`config.mk`:
```
export PLATFORM = sky130hd
export DESIGN_NAME = pipe_stall_sched_flat
export DESIGN_NICKNAME = d
export VERILOG_FILES = /design/src/rtl/pipe_stall_sched_if.sv /design/src/rtl/pipe_stall_sched.sv /design/src/flat_wrapper.sv
export SDC_FILE = /design/constraint.sdc
export NUM_CORES = 1
export LEC_CHECK = 0
export BUFFER_PORTS_ARGS = -buffer_cell sky130_fd_sc_hd__buf_2
export CORE_ASPECT_RATIO = 0.8
export CORE_MARGIN = 2
export CORE_UTILIZATION = 45
export CTS_CLUSTER_SIZE = 40
export DETAILED_ROUTE_END_ITERATION = 10
export PLACE_DENSITY_LB_ADDON = 0.08
export SLEW_MARGIN = 20
export SYNTH_ARGS = -nofsm -noshare
export SYNTH_HDL_FRONTEND = slang
export SYNTH_SLANG_ARGS = --single-unit
```
`constraint.sdc`:
```
create_clock -name clk -period 2.31 [get_ports clk]
set_input_delay 0.462 -clock clk [delete_from_list [all_inputs] [get_ports clk]]
set_output_delay 0.462 -clock clk [all_outputs]
set_load 0.1 [all_outputs]
```
`src/rtl/pipe_stall_sched_if.sv`:
```
// Handshake bundle between the pipeline stages and the stall/flush scheduler.
// Perf counter signals exist only when STALL_PERF_EN is defined.
interface pipe_stall_sched_if #(
    parameter int unsigned CNT_W = 2
);
    logic             hazard_req;
    logic [CNT_W-1:0] hazard_cycles;
    logic             branch_taken;
    logic             div_start;
    logic             div_done;
    logic             pc_we;
    logic             if_id_we;
    logic             if_id_clr;
    logic             id_exe_we;
    logic             id_exe_clr;
    logic             exe_mem_clr;
    logic [1:0]       sched_state;
    logic             div_err;
`ifdef STALL_PERF_EN
    logic [31:0]      perf_stall_cnt;
    logic [31:0]      perf_flush_cnt;
    logic [15:0]      perf_div_cnt;
`endif

    modport master (
        output hazard_req, hazard_cycles, branch_taken, div_start, div_done,
        input  pc_we, if_id_we, if_id_clr, id_exe_we, id_exe_clr, exe_mem_clr,
        input  sched_state, div_err
`ifdef STALL_PERF_EN
        , input perf_stall_cnt, perf_flush_cnt, perf_div_cnt
`endif
    );

    modport slave (
        input  hazard_req, hazard_cycles, branch_taken, div_start, div_done,
        output pc_we, if_id_we, if_id_clr, id_exe_we, id_exe_clr, exe_mem_clr,
        output sched_state, div_err
`ifdef STALL_PERF_EN
        , output perf_stall_cnt, perf_flush_cnt, perf_div_cnt
`endif
    );
endinterface

```
`src/rtl/pipe_stall_sched.sv`:
```
// Stall/flush scheduler for the 5-stage pipeline: arbitrates divider, branch and load-use
// requests into Mealy per-stage enables/clears. Optional perf counters under STALL_PERF_EN.
module pipe_stall_sched #(
    parameter int unsigned CNT_W       = 2,
    parameter int unsigned DIV_TIMEOUT = 64
) (
    input logic               clk,
    input logic               rst,
    pipe_stall_sched_if.slave bus
);
    typedef enum logic [1:0] {
        StRun     = 2'd0,
        StLuStall = 2'd1,
        StDivWait = 2'd2
    } sched_state_e;

    sched_state_e     r_state;
    sched_state_e     w_state_nxt;
    logic [CNT_W-1:0] r_cnt;
    logic [CNT_W-1:0] w_cnt_nxt;
    logic [7:0]       r_wait_cnt;
    logic [7:0]       w_wait_nxt;
    logic             r_div_err;
    logic             w_err_nxt;
    logic [CNT_W-1:0] w_n;
    logic             w_div_acc;

    logic w_pc_we, w_if_id_we, w_if_id_clr, w_id_exe_we, w_id_exe_clr, w_exe_mem_clr;

    // A zero bubble request still costs one stall cycle.
    assign w_n = (bus.hazard_cycles == '0) ? CNT_W'(1) : bus.hazard_cycles;

    always_comb begin
        w_pc_we       = 1'b1;
        w_if_id_we    = 1'b1;
        w_if_id_clr   = 1'b0;
        w_id_exe_we   = 1'b1;
        w_id_exe_clr  = 1'b0;
        w_exe_mem_clr = 1'b0;
        w_state_nxt   = r_state;
        w_cnt_nxt     = r_cnt;
        w_wait_nxt    = r_wait_cnt;
        w_err_nxt     = r_div_err;
        w_div_acc     = 1'b0;
        case (r_state)
            StRun: begin
                if (bus.div_start) begin
                    w_pc_we       = 1'b0;
                    w_if_id_we    = 1'b0;
                    w_id_exe_we   = 1'b0;
                    w_exe_mem_clr = 1'b1;
                    w_div_acc     = 1'b1;
                    w_wait_nxt    = '0;
                    if (!bus.div_done) begin
                        w_state_nxt = StDivWait;
                    end
                end else if (bus.branch_taken) begin
                    w_if_id_clr = 1'b1;
                end else if (bus.hazard_req) begin
                    w_pc_we      = 1'b0;
                    w_if_id_we   = 1'b0;
                    w_id_exe_clr = 1'b1;
                    if (w_n != CNT_W'(1)) begin
                        w_cnt_nxt   = w_n - CNT_W'(1);
                        w_state_nxt = StLuStall;
                    end
                end
            end
            StLuStall: begin
                if (bus.div_start) begin
                    w_pc_we       = 1'b0;
                    w_if_id_we    = 1'b0;
                    w_id_exe_we   = 1'b0;
                    w_exe_mem_clr = 1'b1;
                    w_div_acc     = 1'b1;
                    w_cnt_nxt     = '0;
                    w_wait_nxt    = '0;
                    w_state_nxt   = StDivWait;
                end else begin
                    w_pc_we      = 1'b0;
                    w_if_id_we   = 1'b0;
                    w_id_exe_clr = 1'b1;
                    w_cnt_nxt    = r_cnt - CNT_W'(1);
                    if (r_cnt <= CNT_W'(1)) begin
                        w_cnt_nxt   = '0;
                        w_state_nxt = StRun;
                    end
                end
            end
            StDivWait: begin
                w_pc_we       = 1'b0;
                w_if_id_we    = 1'b0;
                w_id_exe_we   = 1'b0;
                w_exe_mem_clr = 1'b1;
                if (bus.div_done) begin
                    w_state_nxt = StRun;
                end else if (r_wait_cnt == 8'(DIV_TIMEOUT - 1)) begin
                    w_err_nxt   = 1'b1;
                    w_state_nxt = StRun;
                end else begin
                    w_wait_nxt = r_wait_cnt + 8'd1;
                end
            end
            default: begin
                w_state_nxt = StRun;
            end
        endcase
    end

    always_ff @(posedge clk) begin
        if (!rst) begin
            r_state    <= StRun;
            r_cnt      <= '0;
            r_wait_cnt <= '0;
            r_div_err  <= 1'b0;
        end else begin
            r_state    <= w_state_nxt;
            r_cnt      <= w_cnt_nxt;
            r_wait_cnt <= w_wait_nxt;
            r_div_err  <= w_err_nxt;
        end
    end

    // Reset holds every stage frozen and bubbled, independent of state.
    assign bus.pc_we       = rst & w_pc_we;
    assign bus.if_id_we    = rst & w_if_id_we;
    assign bus.id_exe_we   = rst & w_id_exe_we;
    assign bus.if_id_clr   = ~rst | w_if_id_clr;
    assign bus.id_exe_clr  = ~rst | w_id_exe_clr;
    assign bus.exe_mem_clr = ~rst | w_exe_mem_clr;
    assign bus.sched_state = r_state;
    assign bus.div_err     = r_div_err;

`ifdef STALL_PERF_EN
    logic [31:0] r_perf_stall;
    logic [31:0] r_perf_flush;
    logic [15:0] r_perf_div;

    always_ff @(posedge clk) begin
        if (!rst) begin
            r_perf_stall <= '0;
            r_perf_flush <= '0;
            r_perf_div   <= '0;
        end else begin
            if (!w_pc_we && r_perf_stall != '1) begin
                r_perf_stall <= r_perf_stall + 32'd1;
            end
            if (w_if_id_clr && r_perf_flush != '1) begin
                r_perf_flush <= r_perf_flush + 32'd1;
            end
            if (w_div_acc && r_perf_div != '1) begin
                r_perf_div <= r_perf_div + 16'd1;
            end
        end
    end

    assign bus.perf_stall_cnt = r_perf_stall;
    assign bus.perf_flush_cnt = r_perf_flush;
    assign bus.perf_div_cnt   = r_perf_div;
`endif
endmodule

```
`src/flat_wrapper.sv`:
```
// flat-port wrapper written by rule: the top's interface ports become plain ports
module pipe_stall_sched_flat 
#(
    parameter int unsigned CNT_W       = 2,
    parameter int unsigned DIV_TIMEOUT = 64
)
  (clk, rst, bus_hazard_req, bus_hazard_cycles, bus_branch_taken, bus_div_start, bus_div_done, bus_pc_we, bus_if_id_we, bus_if_id_clr, bus_id_exe_we, bus_id_exe_clr, bus_exe_mem_clr, bus_sched_state, bus_div_err);
  pipe_stall_sched_if #(.CNT_W(CNT_W)) bus_i ();
  input logic clk;
  input logic rst;
  input wire logic [$bits(bus_i.hazard_req)-1:0] bus_hazard_req;
  input wire logic [$bits(bus_i.hazard_cycles)-1:0] bus_hazard_cycles;
  input wire logic [$bits(bus_i.branch_taken)-1:0] bus_branch_taken;
  input wire logic [$bits(bus_i.div_start)-1:0] bus_div_start;
  input wire logic [$bits(bus_i.div_done)-1:0] bus_div_done;
  output wire logic [$bits(bus_i.pc_we)-1:0] bus_pc_we;
  output wire logic [$bits(bus_i.if_id_we)-1:0] bus_if_id_we;
  output wire logic [$bits(bus_i.if_id_clr)-1:0] bus_if_id_clr;
  output wire logic [$bits(bus_i.id_exe_we)-1:0] bus_id_exe_we;
  output wire logic [$bits(bus_i.id_exe_clr)-1:0] bus_id_exe_clr;
  output wire logic [$bits(bus_i.exe_mem_clr)-1:0] bus_exe_mem_clr;
  output wire logic [$bits(bus_i.sched_state)-1:0] bus_sched_state;
  output wire logic [$bits(bus_i.div_err)-1:0] bus_div_err;
  assign bus_i.hazard_req = bus_hazard_req;
  assign bus_i.hazard_cycles = bus_hazard_cycles;
  assign bus_i.branch_taken = bus_branch_taken;
  assign bus_i.div_start = bus_div_start;
  assign bus_i.div_done = bus_div_done;
  assign bus_pc_we = bus_i.pc_we;
  assign bus_if_id_we = bus_i.if_id_we;
  assign bus_if_id_clr = bus_i.if_id_clr;
  assign bus_id_exe_we = bus_i.id_exe_we;
  assign bus_id_exe_clr = bus_i.id_exe_clr;
  assign bus_exe_mem_clr = bus_i.exe_mem_clr;
  assign bus_sched_state = bus_i.sched_state;
  assign bus_div_err = bus_i.div_err;
  pipe_stall_sched #(.CNT_W(CNT_W), .DIV_TIMEOUT(DIV_TIMEOUT)) u_core (.clk(clk), .rst(rst), .bus(bus_i));
endmodule
```
Yosys cells after proc, flatten, opt, wreduce, memory -nomap -nowiden --
Index checks and enable logic that the tools add are counted.
Word-level totals: output and inout port bits 9, word-level logic and storage cells 79, input port bits 8, register bits 13
Cells by class: $add $sub $neg 3, reduce and logical (&&, ||, !) cells 10, mux-type cells 37, equal/unequal tests 17, bitwise logic cells 7, $lt $le $gt $ge 1
Operator list (count):
- $mux W2 | 16
- $mux W8 | 3
- $pmux W8 S2 | 1
- $mux W1 | 11
- $ne A2 B2 Y1 const B | 5
- $ne A3 B2 Y1 const B | 3
- $ne A3 B3 Y1 const B | 3
- $add A8 B1 Y8 const B | 1
- $eq A8 B6 Y1 const B | 1
- $pmux W1 S2 | 4
- $ne A2 B1 Y1 const B | 3
- $pmux W2 S3 | 1
- $reduce_and A6 Y1 | 1
- $reduce_and A5 Y1 | 1
- $logic_not A2 Y1 | 2
- $pmux W2 S2 | 1
- $reduce_and A4 Y1 | 1
- $reduce_bool A2 Y1 | 2
- $reduce_or A2 Y1 | 2
- $sub A2 B1 Y2 const B | 2
- $or A1 B1 Y1 | 3
- $reduce_and A3 Y1 | 1
- $and A1 B1 Y1 | 2
- $eq A2 B1 Y1 const B | 1
- other kinds (3) | 4

Depth between registers and ports, before layout --
depth in word-level cells 8, gate-level depth with buffers 7, mapped depth without buffers 6

Least setup slack after synthesis --
Ideal clock, no wire load.
path type register to output, from register u_core.r_state[0] (netlist: u_core.bus.sched_state[0]), to output port bus_id_exe_clr, required time 1.848 ns, buffers on the path 0, stages on the path, launching flop included 4, arrival 3.522 ns, path slack -1.674 ns, path through dfxtp_1 ha_1 a21oi_1 o21ai_0
On the way: longest elaborated chain between the ends 3, elaborated cells on any way between the ends 4, classes of those cells 1 x eq/ne; 1 x mux; 1 x bitwise; 1 x reduce/logical
RTL lines:
- start: declaration | RTL line pipe_stall_sched.sv:17 | sched_state_e r_state;
- start signal: assignment | RTL line pipe_stall_sched.sv:112 | r_state <= StRun;
- start signal: assignment | RTL line pipe_stall_sched.sv:117 | r_state <= w_state_nxt;
- $eq A2 B1 Y1 / $logic_not A2 Y1 (equally long branches) | RTL line pipe_stall_sched.sv:45 | case (r_state)
- $pmux W1 S2 * | RTL line pipe_stall_sched.sv:45
- $or A1 B1 Y1 * | RTL line pipe_stall_sched.sv:129 | assign bus.id_exe_clr = ~rst | w_id_exe_clr;
- end: declaration | RTL line flat_wrapper.sv:20 | output wire logic [$bits(bus_i.id_exe_clr)-1:0] bus_id_exe_clr;
Mark *: on every way between the ends. The rest lies on a longest branch, timed or not.

Final worst setup path --
from register u_core.r_state[1] (netlist: u_core.bus.sched_state[1]), to output port bus_pc_we
On the way: longest elaborated chain between the ends 4, elaborated cells on any way between the ends 6, classes of those cells 2 x eq/ne; 1 x mux; 1 x bitwise; 2 x reduce/logical
RTL lines:
- $eq A2 B1 Y1 / $eq A2 B2 Y1 (equally long branches) | RTL line pipe_stall_sched.sv:45
- $reduce_or A2 Y1 (no source line)
- $pmux W1 S2 * | RTL line pipe_stall_sched.sv:45
- $and A1 B1 Y1 * | RTL line pipe_stall_sched.sv:125 | assign bus.pc_we = rst & w_pc_we;
- end: declaration | RTL line flat_wrapper.sv:16 | output wire logic [$bits(bus_i.pc_we)-1:0] bus_pc_we;
Marked as above.

==> metrics.cfg <==
[outcome]
status = complete, no violations

[pwr]
share_comb_of_total_power_pct = 46.8
p_int_uw = 402
seqPwrFrac_pct = 33.1
switchingPower_uw = 325
power.density_mw_per_mm2 = 664
p_leak_nw = 0.421
clockPowerShare_pct = 20.2
swShare_pct = 44.7
power_uw = 727
vdd_drop_max_v = 0.000553

[critical_path]
path_class = reg2out
cp-start-kind = flip-flop
cp-end-kind = output pin
cp.required_ns = 1.85
worst-path-max-fanout = 6
critPathArrivalTime_ns = 1.74

[yosys]
synth.distinct_cells = 42
ys_seq_area_share_pct = 29.1
syn_area_um2 = 896
syn_area_per_cell_um2 = 8.14
async_reset_ff_share_pct = 0
synthesis.nets = 122
yosys_warnings = 0
synth_flop_cell = dfxtp_1
syn_inst = 110
ys_seq_elements = 13
synth-edff-count = 0

[drt]
viasPerCell = 5.76
wl_mm = 2.01
dr.pass1.iters = 4
drtAntennaViolNets = 0
vias = 870
drt-initial-drc-count = 16
drc = 0
wl_per_cell_um = 13.3

[timing]
maxSlewHeadroom_pct = 68.0
finClkSkew_ns = 0.00481
slew_violations = 0
worst_pin_slew_ns = 0.483
finalHoldViolCount = 0
post-route-period-util_pct = 95.2
fmax_ghz = 0.455
setup_slack_ns = 0.110
finalSetupViolCount = 0
period_minus_slack_ns = 2.20

[finish]
area_growth_pct = 22.2
fillers = 174
drive_above_1_share_pct = 28.3
layout_common_cells = buf_2 (13), nand2_1 (12), dfxtp_1 (11)
nets = 140
layout_commonest_cell = buf_2
antenna_cells = 0

[clock_network]
htree_num_levels = 1
cts_buffer_depth = 2
post_cts_resized = 0
cts_hold_buf = 0
numCtsBuffers = 3
clock_latency_ns = 0.28
cts_setup_buffers = 0
cts-root-buf = clkbuf_4
clkSinkCount = 13
path_clk_slew_ns = 0.09
cts_tree = yes

[job]
max_cap_viol_count = 0

[placed_design]
globalplace.congestion = 0.795
place_hpwl_mm = 1.47
dp_slack_ns = 0.285
io_buffers = 16

[floorplanning]
core_mm2 = 0.00187
die-height_um = 43.9
die_x_um = 53.9
rows = 14
io-pin-count = 17
die_area_mm2 = 0.00237
initial_core_util_pct = 47.8

[global_routing]
grt_pass1_vias = 712
grt_antenna_before_repair = 0
grt_pass1_wl_mm = 3.24
grt_max_degree = 14
overflow = 0
track_usage_pct = 19.0

[worst_hold_path]
hold_path.class = reg2reg

path summary, 6_finish.rpt:
kind                             startpoint                        end  slack, ns  depth (start not counted)
hold / removal           u_core.bus.div_err         u_core.bus.div_err       0.48                          2
setup reg to reg       u_core.r_wait_cnt[0]  u_core.bus.sched_state[1]       0.42                          5
setup / recovery  u_core.bus.sched_state[1]                  bus_pc_we       0.11                          7
hold reg to reg          u_core.bus.div_err         u_core.bus.div_err       0.48                          2
critical path, stage by stage, from the launching register on:
cell and delay [ns]:
dfxtp_4 0.37, inv_1 0.08, ha_1 0.26, nor2b_4 0.21, inv_1 0.06, o22ai_1 0.10, and2_4 0.19, buf_12 0.17
power by group through the flow:
stage,Sequential [mW],Clock [mW],Combinational (mW)
floorplan,0.281,0,0.227
global placement,0.244,0,0.335
finish,0.240,0.146,0.340
CTS,0.240,0.155,0.334
detailed placement,0.246,0,0.333
global route,0.242,0.163,0.361
cell families after synthesis:
group / Yosys count / synth area share [%]
AND/OR/NAND/NOR: 48 / 32.7
AO/OA/AOI/OAI: 29 / 22.3
flip-flops: 13 / 29.1
buffers and inverters: 12 / 5.86
multiplexers: 4 / 4.47
adder cells (fa/ha/maj): 4 / 5.59
cell usage after synthesis, drive strengths merged (2+ instances only):
library cell  number  area [um^2]
and2b              2         17.5
nand2             13         48.8
nor2b              5         31.3
o22ai              3         18.8
or3                2         13.8
o221ai             2         17.5
o21ai              6         30.0
a32o               2         20.0
or4                2         15.0
nand3              2         10.0
mux2i              4         40.0
nor3               2         15.0
nor2               8         30.0
inv                8         30.0
dfxtp             13          260
ha                 4         50.1
a31oi              2         12.5
nand2b             2         12.5
buf                2         15.0
a21oi              6         30.0
per-layer routing:
layer,GRT usage (%),vias to the layer above,wire length (um)
met3,7.93,2,127
li1,-,443,-
met2,25.9,29,848
met5,0,-,0
met4,4.10,0,9
met1,27.8,396,1020
state kept, by name (all words and copies together), names as in the netlist:
signal                  cells
u_core.r_wait_cnt           8
u_core.bus.div_err          1
u_core.r_cnt                2
u_core.bus.sched_state      2
final cells by class:
type	count	area (um^2)	share of cell area [%]
clock buffers	3	22.5	2.06
clock inverters	1	5.00	0.457
flip-flops and latches	13	268	24.5
inverters	9	37.5	3.43
well taps	24	30.0	2.74
repair buffers	16	125	11.4
multi-input cells	85	607	55.4
per-stage QoR:
step	cell area, um^2	TNS (ns)	util, %	hold WS (ns)	cells
finish	1090	0	58.4	0.477	151
global route	1090	-0.00794	58.4	0.509	151
CTS	1090	0	58.0	0.485	151
detailed placement	1060	0	56.5	0.460	147
global placement	1060	0	56.5	0.451	147
floorplan	927	0	-	0.455	110
No activity file was read; power rests on OpenSTA's default activity.
